--- config.mk ---
export PLATFORM = sky130hd
export DESIGN_NAME = mem_arbiter_flat
export DESIGN_NICKNAME = d
export VERILOG_FILES = /design/src/rtl/mem_arbiter_if.sv /design/src/rtl/mem_arbiter.sv /design/src/flat_wrapper.sv
export SDC_FILE = /design/constraint.sdc
export NUM_CORES = 1
export LEC_CHECK = 0
export ABC_AREA = 1
export ABC_CLOCK_PERIOD_IN_PS = 3310
export BUFFER_PORTS_ARGS = -buffer_cell sky130_fd_sc_hd__clkbuf_2
export CAP_MARGIN = 20
export CORE_AREA = 2 2 119 121
export DETAILED_ROUTE_END_ITERATION = 10
export DIE_AREA = 0 0 121 123
export GPL_TIMING_DRIVEN = 1
export PLACE_DENSITY = 0.77
export RECOVER_POWER = 50
export REMOVE_ABC_BUFFERS = 1
export SLEW_MARGIN = 20
export SYNTH_ARGS = -nofsm -noshare
export SYNTH_HDL_FRONTEND = slang
export SYNTH_SLANG_ARGS = --single-unit
--- constraint.sdc ---
create_clock -name clk_in -period 3.31 [get_ports clk_in]
set_input_delay 0.662 -clock clk_in [delete_from_list [all_inputs] [get_ports clk_in]]
set_output_delay 0.662 -clock clk_in [all_outputs]
set_load 0.005 [all_outputs]
--- src/rtl/mem_arbiter_if.sv ---
// Bundle between the fetch/load-store requesters, the arbiter and the byte-serial RAM controller.
// The slave modport is the arbiter's view; master is the surrounding environment.
interface mem_arbiter_if;
    logic        if_req_in;
    logic [31:0] if_addr_in;
    logic        if_flush_in;
    logic        if_valid_out;
    logic [31:0] if_inst_out;

    logic        mem_req_in;
    logic        mem_rw_in;
    logic [31:0] mem_addr_in;
    logic [31:0] mem_data_in;
    logic [2:0]  mem_len_in;
    logic        mem_done_out;
    logic [31:0] mem_data_out;

    logic        ctrl_if_out;
    logic        ctrl_mem_out;
    logic [31:0] ctrl_addr_out;
    logic        ctrl_rw_out;
    logic [2:0]  ctrl_len_out;
    logic [31:0] ctrl_data_out;
    logic        ctrl_if_done_in;
    logic [31:0] ctrl_if_inst_in;
    logic        ctrl_mem_done_in;
    logic [31:0] ctrl_mem_data_in;

    logic        err_out;

    modport slave (
        input  if_req_in, if_addr_in, if_flush_in,
        input  mem_req_in, mem_rw_in, mem_addr_in, mem_data_in, mem_len_in,
        input  ctrl_if_done_in, ctrl_if_inst_in, ctrl_mem_done_in, ctrl_mem_data_in,
        output if_valid_out, if_inst_out, mem_done_out, mem_data_out,
        output ctrl_if_out, ctrl_mem_out, ctrl_addr_out, ctrl_rw_out, ctrl_len_out, ctrl_data_out,
        output err_out
    );

    modport master (
        output if_req_in, if_addr_in, if_flush_in,
        output mem_req_in, mem_rw_in, mem_addr_in, mem_data_in, mem_len_in,
        output ctrl_if_done_in, ctrl_if_inst_in, ctrl_mem_done_in, ctrl_mem_data_in,
        input  if_valid_out, if_inst_out, mem_done_out, mem_data_out,
        input  ctrl_if_out, ctrl_mem_out, ctrl_addr_out, ctrl_rw_out, ctrl_len_out, ctrl_data_out,
        input  err_out
    );
endinterface

--- src/rtl/mem_arbiter.sv ---
// Arbitrates instruction fetch and load/store onto one byte-serial RAM controller,
// with anti-starvation for fetch, fetch flush, and a per-transaction watchdog.
module mem_arbiter #(
    parameter int STARVE_LIMIT = 2,
    parameter int WDOG_CYCLES  = 64
) (
    input  logic          clk_in,
    input  logic          rst_in,
    mem_arbiter_if.slave  bus
);
    typedef enum logic [1:0] {IDLE, IF_BUSY, MEM_BUSY, DRAIN} state_e;

    localparam int SW = (STARVE_LIMIT > 0) ? $clog2(STARVE_LIMIT + 1) : 1;
    localparam int WW = $clog2(WDOG_CYCLES + 1);
    localparam logic [SW-1:0] STARVE_MAX = SW'(STARVE_LIMIT);
    localparam logic [WW-1:0] WDOG_LAST  = WW'(WDOG_CYCLES - 1);

    state_e        state_q, state_d;
    logic [SW-1:0] starve_q, starve_d;
    logic [WW-1:0] wdog_q, wdog_d;
    logic          if_valid_q, if_valid_d;
    logic [31:0]   if_inst_q, if_inst_d;
    logic          mem_done_q, mem_done_d;
    logic [31:0]   mem_data_q, mem_data_d;
    logic          ctrl_if_q, ctrl_if_d;
    logic          ctrl_mem_q, ctrl_mem_d;
    logic [31:0]   ctrl_addr_q, ctrl_addr_d;
    logic          ctrl_rw_q, ctrl_rw_d;
    logic [2:0]    ctrl_len_q, ctrl_len_d;
    logic [31:0]   ctrl_data_q, ctrl_data_d;
    logic          err_q, err_d;

    logic grant_if, grant_mem, wdog_hit, if_fin, mem_fin, wdog_abort;

    // A flushed fetch is invisible to arbitration; MEM wins ties unless fetch has starved.
    assign grant_if   = bus.if_req_in & ~bus.if_flush_in &
                        (~bus.mem_req_in | (starve_q == STARVE_MAX));
    assign grant_mem  = bus.mem_req_in & ~grant_if;
    assign wdog_hit   = (wdog_q == WDOG_LAST);
    assign if_fin     = (state_q == IF_BUSY) & bus.ctrl_if_done_in & ~bus.if_flush_in;
    assign mem_fin    = (state_q == MEM_BUSY) & bus.ctrl_mem_done_in;
    assign wdog_abort = wdog_hit &
                        (((state_q == IF_BUSY) & ~bus.if_flush_in & ~bus.ctrl_if_done_in) |
                         ((state_q == MEM_BUSY) & ~bus.ctrl_mem_done_in));

    always_ff @(posedge clk_in or negedge rst_in) begin
        if (!rst_in) begin
            state_q     <= IDLE;
            starve_q    <= '0;
            wdog_q      <= '0;
            if_valid_q  <= 1'b0;
            if_inst_q   <= '0;
            mem_done_q  <= 1'b0;
            mem_data_q  <= '0;
            ctrl_if_q   <= 1'b0;
            ctrl_mem_q  <= 1'b0;
            ctrl_addr_q <= '0;
            ctrl_rw_q   <= 1'b0;
            ctrl_len_q  <= '0;
            ctrl_data_q <= '0;
            err_q       <= 1'b0;
        end else begin
            state_q     <= state_d;
            starve_q    <= starve_d;
            wdog_q      <= wdog_d;
            if_valid_q  <= if_valid_d;
            if_inst_q   <= if_inst_d;
            mem_done_q  <= mem_done_d;
            mem_data_q  <= mem_data_d;
            ctrl_if_q   <= ctrl_if_d;
            ctrl_mem_q  <= ctrl_mem_d;
            ctrl_addr_q <= ctrl_addr_d;
            ctrl_rw_q   <= ctrl_rw_d;
            ctrl_len_q  <= ctrl_len_d;
            ctrl_data_q <= ctrl_data_d;
            err_q       <= err_d;
        end
    end

    always_comb begin
        state_d = state_q;
        case (state_q)
            IDLE: begin
                if (grant_if)       state_d = IF_BUSY;
                else if (grant_mem) state_d = MEM_BUSY;
            end
            IF_BUSY:  if (bus.if_flush_in | bus.ctrl_if_done_in | wdog_hit) state_d = DRAIN;
            MEM_BUSY: if (bus.ctrl_mem_done_in | wdog_hit) state_d = DRAIN;
            default:  state_d = IDLE;
        endcase
    end

    always_comb begin
        if_valid_d  = 1'b0;
        if_inst_d   = '0;
        mem_done_d  = 1'b0;
        mem_data_d  = '0;
        ctrl_if_d   = ctrl_if_q;
        ctrl_mem_d  = ctrl_mem_q;
        ctrl_addr_d = ctrl_addr_q;
        ctrl_rw_d   = ctrl_rw_q;
        ctrl_len_d  = ctrl_len_q;
        ctrl_data_d = ctrl_data_q;
        err_d       = err_q | wdog_abort;
        wdog_d      = '0;
        starve_d    = bus.if_req_in ? starve_q : '0;
        case (state_q)
            IDLE: begin
                if (grant_if) begin
                    ctrl_if_d   = 1'b1;
                    ctrl_addr_d = bus.if_addr_in;
                    ctrl_rw_d   = 1'b0;
                    ctrl_len_d  = '0;
                    ctrl_data_d = '0;
                    starve_d    = '0;
                end else if (grant_mem) begin
                    ctrl_mem_d  = 1'b1;
                    ctrl_addr_d = bus.mem_addr_in;
                    ctrl_rw_d   = bus.mem_rw_in;
                    ctrl_len_d  = bus.mem_len_in;
                    ctrl_data_d = bus.mem_data_in;
                    if (bus.if_req_in && starve_q != STARVE_MAX) starve_d = starve_q + SW'(1);
                end
            end
            IF_BUSY, MEM_BUSY: begin
                if (state_d == DRAIN) begin
                    ctrl_if_d   = 1'b0;
                    ctrl_mem_d  = 1'b0;
                    ctrl_addr_d = '0;
                    ctrl_rw_d   = 1'b0;
                    ctrl_len_d  = '0;
                    ctrl_data_d = '0;
                    if_valid_d  = if_fin;
                    if_inst_d   = if_fin ? bus.ctrl_if_inst_in : '0;
                    mem_done_d  = mem_fin;
                    mem_data_d  = (mem_fin & ~ctrl_rw_q) ? bus.ctrl_mem_data_in : '0;
                end else begin
                    wdog_d = wdog_q + WW'(1);
                end
            end
            default: ;
        endcase
    end

    assign bus.if_valid_out  = if_valid_q;
    assign bus.if_inst_out   = if_inst_q;
    assign bus.mem_done_out  = mem_done_q;
    assign bus.mem_data_out  = mem_data_q;
    assign bus.ctrl_if_out   = ctrl_if_q;
    assign bus.ctrl_mem_out  = ctrl_mem_q;
    assign bus.ctrl_addr_out = ctrl_addr_q;
    assign bus.ctrl_rw_out   = ctrl_rw_q;
    assign bus.ctrl_len_out  = ctrl_len_q;
    assign bus.ctrl_data_out = ctrl_data_q;
    assign bus.err_out       = err_q;
endmodule

--- src/flat_wrapper.sv ---
// flat-port wrapper written by rule: the top's interface ports become plain ports
module mem_arbiter_flat 
#(
    parameter int STARVE_LIMIT = 2,
    parameter int WDOG_CYCLES  = 64
)
  (clk_in, rst_in, bus_if_req_in, bus_if_addr_in, bus_if_flush_in, bus_mem_req_in, bus_mem_rw_in, bus_mem_addr_in, bus_mem_data_in, bus_mem_len_in, bus_ctrl_if_done_in, bus_ctrl_if_inst_in, bus_ctrl_mem_done_in, bus_ctrl_mem_data_in, bus_if_valid_out, bus_if_inst_out, bus_mem_done_out, bus_mem_data_out, bus_ctrl_if_out, bus_ctrl_mem_out, bus_ctrl_addr_out, bus_ctrl_rw_out, bus_ctrl_len_out, bus_ctrl_data_out, bus_err_out);
  mem_arbiter_if bus_i ();
  input  logic clk_in;
  input  logic rst_in;
  input wire logic [$bits(bus_i.if_req_in)-1:0] bus_if_req_in;
  input wire logic [$bits(bus_i.if_addr_in)-1:0] bus_if_addr_in;
  input wire logic [$bits(bus_i.if_flush_in)-1:0] bus_if_flush_in;
  input wire logic [$bits(bus_i.mem_req_in)-1:0] bus_mem_req_in;
  input wire logic [$bits(bus_i.mem_rw_in)-1:0] bus_mem_rw_in;
  input wire logic [$bits(bus_i.mem_addr_in)-1:0] bus_mem_addr_in;
  input wire logic [$bits(bus_i.mem_data_in)-1:0] bus_mem_data_in;
  input wire logic [$bits(bus_i.mem_len_in)-1:0] bus_mem_len_in;
  input wire logic [$bits(bus_i.ctrl_if_done_in)-1:0] bus_ctrl_if_done_in;
  input wire logic [$bits(bus_i.ctrl_if_inst_in)-1:0] bus_ctrl_if_inst_in;
  input wire logic [$bits(bus_i.ctrl_mem_done_in)-1:0] bus_ctrl_mem_done_in;
  input wire logic [$bits(bus_i.ctrl_mem_data_in)-1:0] bus_ctrl_mem_data_in;
  output wire logic [$bits(bus_i.if_valid_out)-1:0] bus_if_valid_out;
  output wire logic [$bits(bus_i.if_inst_out)-1:0] bus_if_inst_out;
  output wire logic [$bits(bus_i.mem_done_out)-1:0] bus_mem_done_out;
  output wire logic [$bits(bus_i.mem_data_out)-1:0] bus_mem_data_out;
  output wire logic [$bits(bus_i.ctrl_if_out)-1:0] bus_ctrl_if_out;
  output wire logic [$bits(bus_i.ctrl_mem_out)-1:0] bus_ctrl_mem_out;
  output wire logic [$bits(bus_i.ctrl_addr_out)-1:0] bus_ctrl_addr_out;
  output wire logic [$bits(bus_i.ctrl_rw_out)-1:0] bus_ctrl_rw_out;
  output wire logic [$bits(bus_i.ctrl_len_out)-1:0] bus_ctrl_len_out;
  output wire logic [$bits(bus_i.ctrl_data_out)-1:0] bus_ctrl_data_out;
  output wire logic [$bits(bus_i.err_out)-1:0] bus_err_out;
  assign bus_i.if_req_in = bus_if_req_in;
  assign bus_i.if_addr_in = bus_if_addr_in;
  assign bus_i.if_flush_in = bus_if_flush_in;
  assign bus_i.mem_req_in = bus_mem_req_in;
  assign bus_i.mem_rw_in = bus_mem_rw_in;
  assign bus_i.mem_addr_in = bus_mem_addr_in;
  assign bus_i.mem_data_in = bus_mem_data_in;
  assign bus_i.mem_len_in = bus_mem_len_in;
  assign bus_i.ctrl_if_done_in = bus_ctrl_if_done_in;
  assign bus_i.ctrl_if_inst_in = bus_ctrl_if_inst_in;
  assign bus_i.ctrl_mem_done_in = bus_ctrl_mem_done_in;
  assign bus_i.ctrl_mem_data_in = bus_ctrl_mem_data_in;
  assign bus_if_valid_out = bus_i.if_valid_out;
  assign bus_if_inst_out = bus_i.if_inst_out;
  assign bus_mem_done_out = bus_i.mem_done_out;
  assign bus_mem_data_out = bus_i.mem_data_out;
  assign bus_ctrl_if_out = bus_i.ctrl_if_out;
  assign bus_ctrl_mem_out = bus_i.ctrl_mem_out;
  assign bus_ctrl_addr_out = bus_i.ctrl_addr_out;
  assign bus_ctrl_rw_out = bus_i.ctrl_rw_out;
  assign bus_ctrl_len_out = bus_i.ctrl_len_out;
  assign bus_ctrl_data_out = bus_i.ctrl_data_out;
  assign bus_err_out = bus_i.err_out;
  mem_arbiter #(.STARVE_LIMIT(STARVE_LIMIT), .WDOG_CYCLES(WDOG_CYCLES)) u_core (.clk_in(clk_in), .rst_in(rst_in), .bus(bus_i));
endmodule
==> impl_metrics.json <==
{
  "grt_util_all_layers": 0.219,
  "cp_slowest_stage_delay_ns": 0.37,
  "syn_to_final_growth_pct": 35.1,
  "antenna_cells": 0,
  "postCtsSetupBuffers": 0,
  "ys_warn_count": 0,
  "synthesis.area_per_instance_um2": 8.66,
  "ys_seq_elements": 148,
  "tns_ns": 0,
  "period_needed_ns": 2.47,
  "rsz0062_at_grt": "false",
  "fill_cells": 1210,
  "routabilityCongestion": 0.777,
  "dr.first_iter.drc_count": 447,
  "maxCapViolCount": 1,
  "grt_pass1_wl_um": 25300,
  "ant_nets": 0,
  "rows": 43,
  "startpoint_type": "register",
  "clk_latency_ns": 0.41,
  "synth_fa_ha_area_frac": 0.0122,
  "die_w_um": 121,
  "met3_usage": 0.0766,
  "syn_area_mm2": 0.00617,
  "dp_hpwl_um": 11700,
  "first_pass_iters": 4,
  "synth-edff-count": 0,
  "power.total_mw": 7.08,
  "tightest_slew_ns": 1.74,
  "dpl-instance-area_mm2": 0.00783,
  "finalInstanceArea_mm2": 0.00833,
  "met1_usage": 0.265,
  "worstSetupEndpointType": "register",
  "cts_root_buf": "clkbuf_16",
  "drive_gt1_frac": 0.301,
  "synth_simple_gate_area_frac": 0.282,
  "numCtsBuffers": 17,
  "critPathKind": "reg2reg",
  "synthArstFlopShare": 1.00,
  "core_area_mm2": 0.0136,
  "clk_pin_slew_ns": 0.06,
  "synth-compound-area-share": 0.0392,
  "portBuffers": 307,
  "crit_start": "u_core.starve_q[0]",
  "clock-sinks": 148,
  "relSlewSlack": -0.160,
  "finalWorstSetupSlack_ns": 0.844,
  "synth_mux_area_frac": 0,
  "min_path_type": "in2reg",
  "antenna_found_initial": 0,
  "htreeDepth": 4,
  "cts_resized": 0,
  "setup_viol": 0,
  "required_ns": 3.65,
  "period_share": 0.745,
  "synth_xor_area_frac": 0.00284,
  "met2_usage": 0.367,
  "yosysSeqAreaShare": 0.601,
  "path_cells": "inv_1, ha_1, inv_1, nand2_2, nand2_4, o21ai_1, nand2_1, nand3_2, nand3_4, nand2_1, nand2_2, buf_12, nand2_1, nand2_1",
  "status": "finished, violations left",
  "p_leak_nw": 4.89,
  "drc": 0,
  "ir_drop_mv": 0.582,
  "slew_viol_final": 68,
  "crit_top_cell": "nand2_1",
  "powerDensity_mw_per_mm2": 849,
  "dp_slack_ns": 0.699,
  "synth_cell_types": 31,
  "cts_tree": "done",
  "busiest_layer": "met2",
  "design.die.area_mm2": 0.0149,
  "hold_violations": 0,
  "synth_top_family_by_area": "simple AND/OR/NAND/NOR gates",
  "worst-endpoint-arrival_ns": 2.81,
  "finalHoldWorstSlack_ns": 0.434,
  "totalWireLength_um": 16200,
  "grt_pass1_vias": 5275,
  "cts_max_path_buffers": 2,
  "crit_path_max_fanout": 51,
  "drt-vias-per-instance": 4.68,
  "initial_core_util": 0.453,
  "ios": 308,
  "violations": "max-capacitance violations, max-slew violations",
  "post_drt_wl_per_cell_um": 13.4,
  "syn_inst": 712,
  "nNetsFinal": 1186,
  "slowest_stage": "dfrtp_1",
  "die_h_um": 123,
  "vias": 5621,
  "fin_worst_skew_ns": 0.00894,
  "synth-main-ff-cell": "dfrtp_1",
  "worst_hold_startpoint": "bus_ctrl_if_inst_in[5]",
  "grt.overflow.total": 0,
  "hold_buffers": 0,
  "r2r-start": "u_core.starve_q[0]",
  "fmax_mhz": 405,
  "grt_max_degree": 69
}
==> stage by stage <==
stage / utilization / instances
floorplan: - / 673
global placement: 0.575 / 1170
detailed placement: 0.575 / 1170
CTS: 0.617 / 1202
global route: 0.612 / 1202
finish: 0.612 / 1202
==> synthesized netlist by cell type (2+ instances only) <==
library cell	n	area, um^2
buf_1	3	11.3
o21ai_0	6	30.0
buf_4	8	60.1
dfrtp_1	148	3700
nand2_2	2	12.5
a21oi_1	33	165
buf_2	10	50.1
clkbuf_1	16	60.1
buf_6	2	22.5
ha_1	6	75.1
inv_2	2	7.51
inv_1	47	176
nand3_1	75	375
nand2_1	261	980
nor2_1	77	289
==> area by class of cell <==
class	count	area, um^2	area share
Tap cell	180	225	0.0270
Timing Repair Buffer	317	1570	0.188
Sequential cell	148	3700	0.445
Inverter	49	184	0.0221
Clock buffer	20	447	0.0536
Multi-Input combinational cell	476	2070	0.249
Clock inverter	12	128	0.0153
==> worst max-delay path: cells and delay by family, from the launching register on <==
kind	cells	cell delay (ns)
AND/OR/NAND/NOR	9	1.28
adder cells (fa/ha/maj)	1	0.19
buffers and inverters	3	0.43
flip-flops	1	0.37
AO/OA/AOI/OAI	1	0.12
==> state kept, by name (all words and copies together), names as in the netlist, 2 cells and up <==
name and flops:
u_core.bus.if_inst_out 32, u_core.state_q 2, u_core.bus.mem_data_out 32, u_core.bus.ctrl_data_out 32
u_core.starve_q 2, u_core.bus.ctrl_len_out 3, u_core.wdog_q 7, u_core.bus.ctrl_addr_out 32
==> power breakdown <==
| group | internal [mW] | total [mW] | switching, mW |
|---|---|---|---|
| Combinational | 0.931 | 2.74 | 1.81 |
| Sequential | 2.25 | 2.47 | 0.224 |
| Clock | 1.13 | 1.86 | 0.731 |
==> worst paths after layout <==
kind                                                      to  slack, ns  cells past startpoint
worst max-delay path             u_core.bus.ctrl_data_out[4]       0.84                     14
worst min-delay path               u_core.bus.if_inst_out[5]       0.43                      3
worst max register to register   u_core.bus.ctrl_data_out[4]       0.84                     14
worst min register to register              u_core.wdog_q[0]       0.46                      1
max in group asynchronous       u_core.bus.ctrl_addr_out[30]       1.18                      2
min in group asynchronous          u_core.bus.if_inst_out[9]       0.71                      1
==> logic make-up after synthesis <==
group,after synthesis
adders and majority gates,6
DFF,148
AOI/OAI and AO/OA,45
xor gates and xnor gates,2
buffers and inverters,88
and+or+nand+nor,423
==> cell usage in the layout (no fill, tap or decap), types with 2 or more instances in the layout <==
master / instances
clkbuf_16: 17
clkinv_2: 5
dfrtp_1: 148
inv_2: 2
nor2_1: 77
nand3_1: 75
clkbuf_2: 257
nand2_1: 261
a21oi_1: 33
buf_4: 7
inv_6: 3
ha_1: 6
nand2_2: 2
o21ai_0: 6
clkbuf_1: 52
inv_1: 47
bufinv_16: 2
buf_12: 2
==> per-layer routing <==
| metal | vias to the layer above | routed length (um) |
|---|---|---|
| met1 | 2564 | 6460 |
| li1 | 2802 | - |
| met5 | - | 0 |
| met3 | 27 | 1480 |
| met4 | 0 | 313 |
| met2 | 228 | 7900 |
Note: power is estimated with default switching activity, not from simulation.
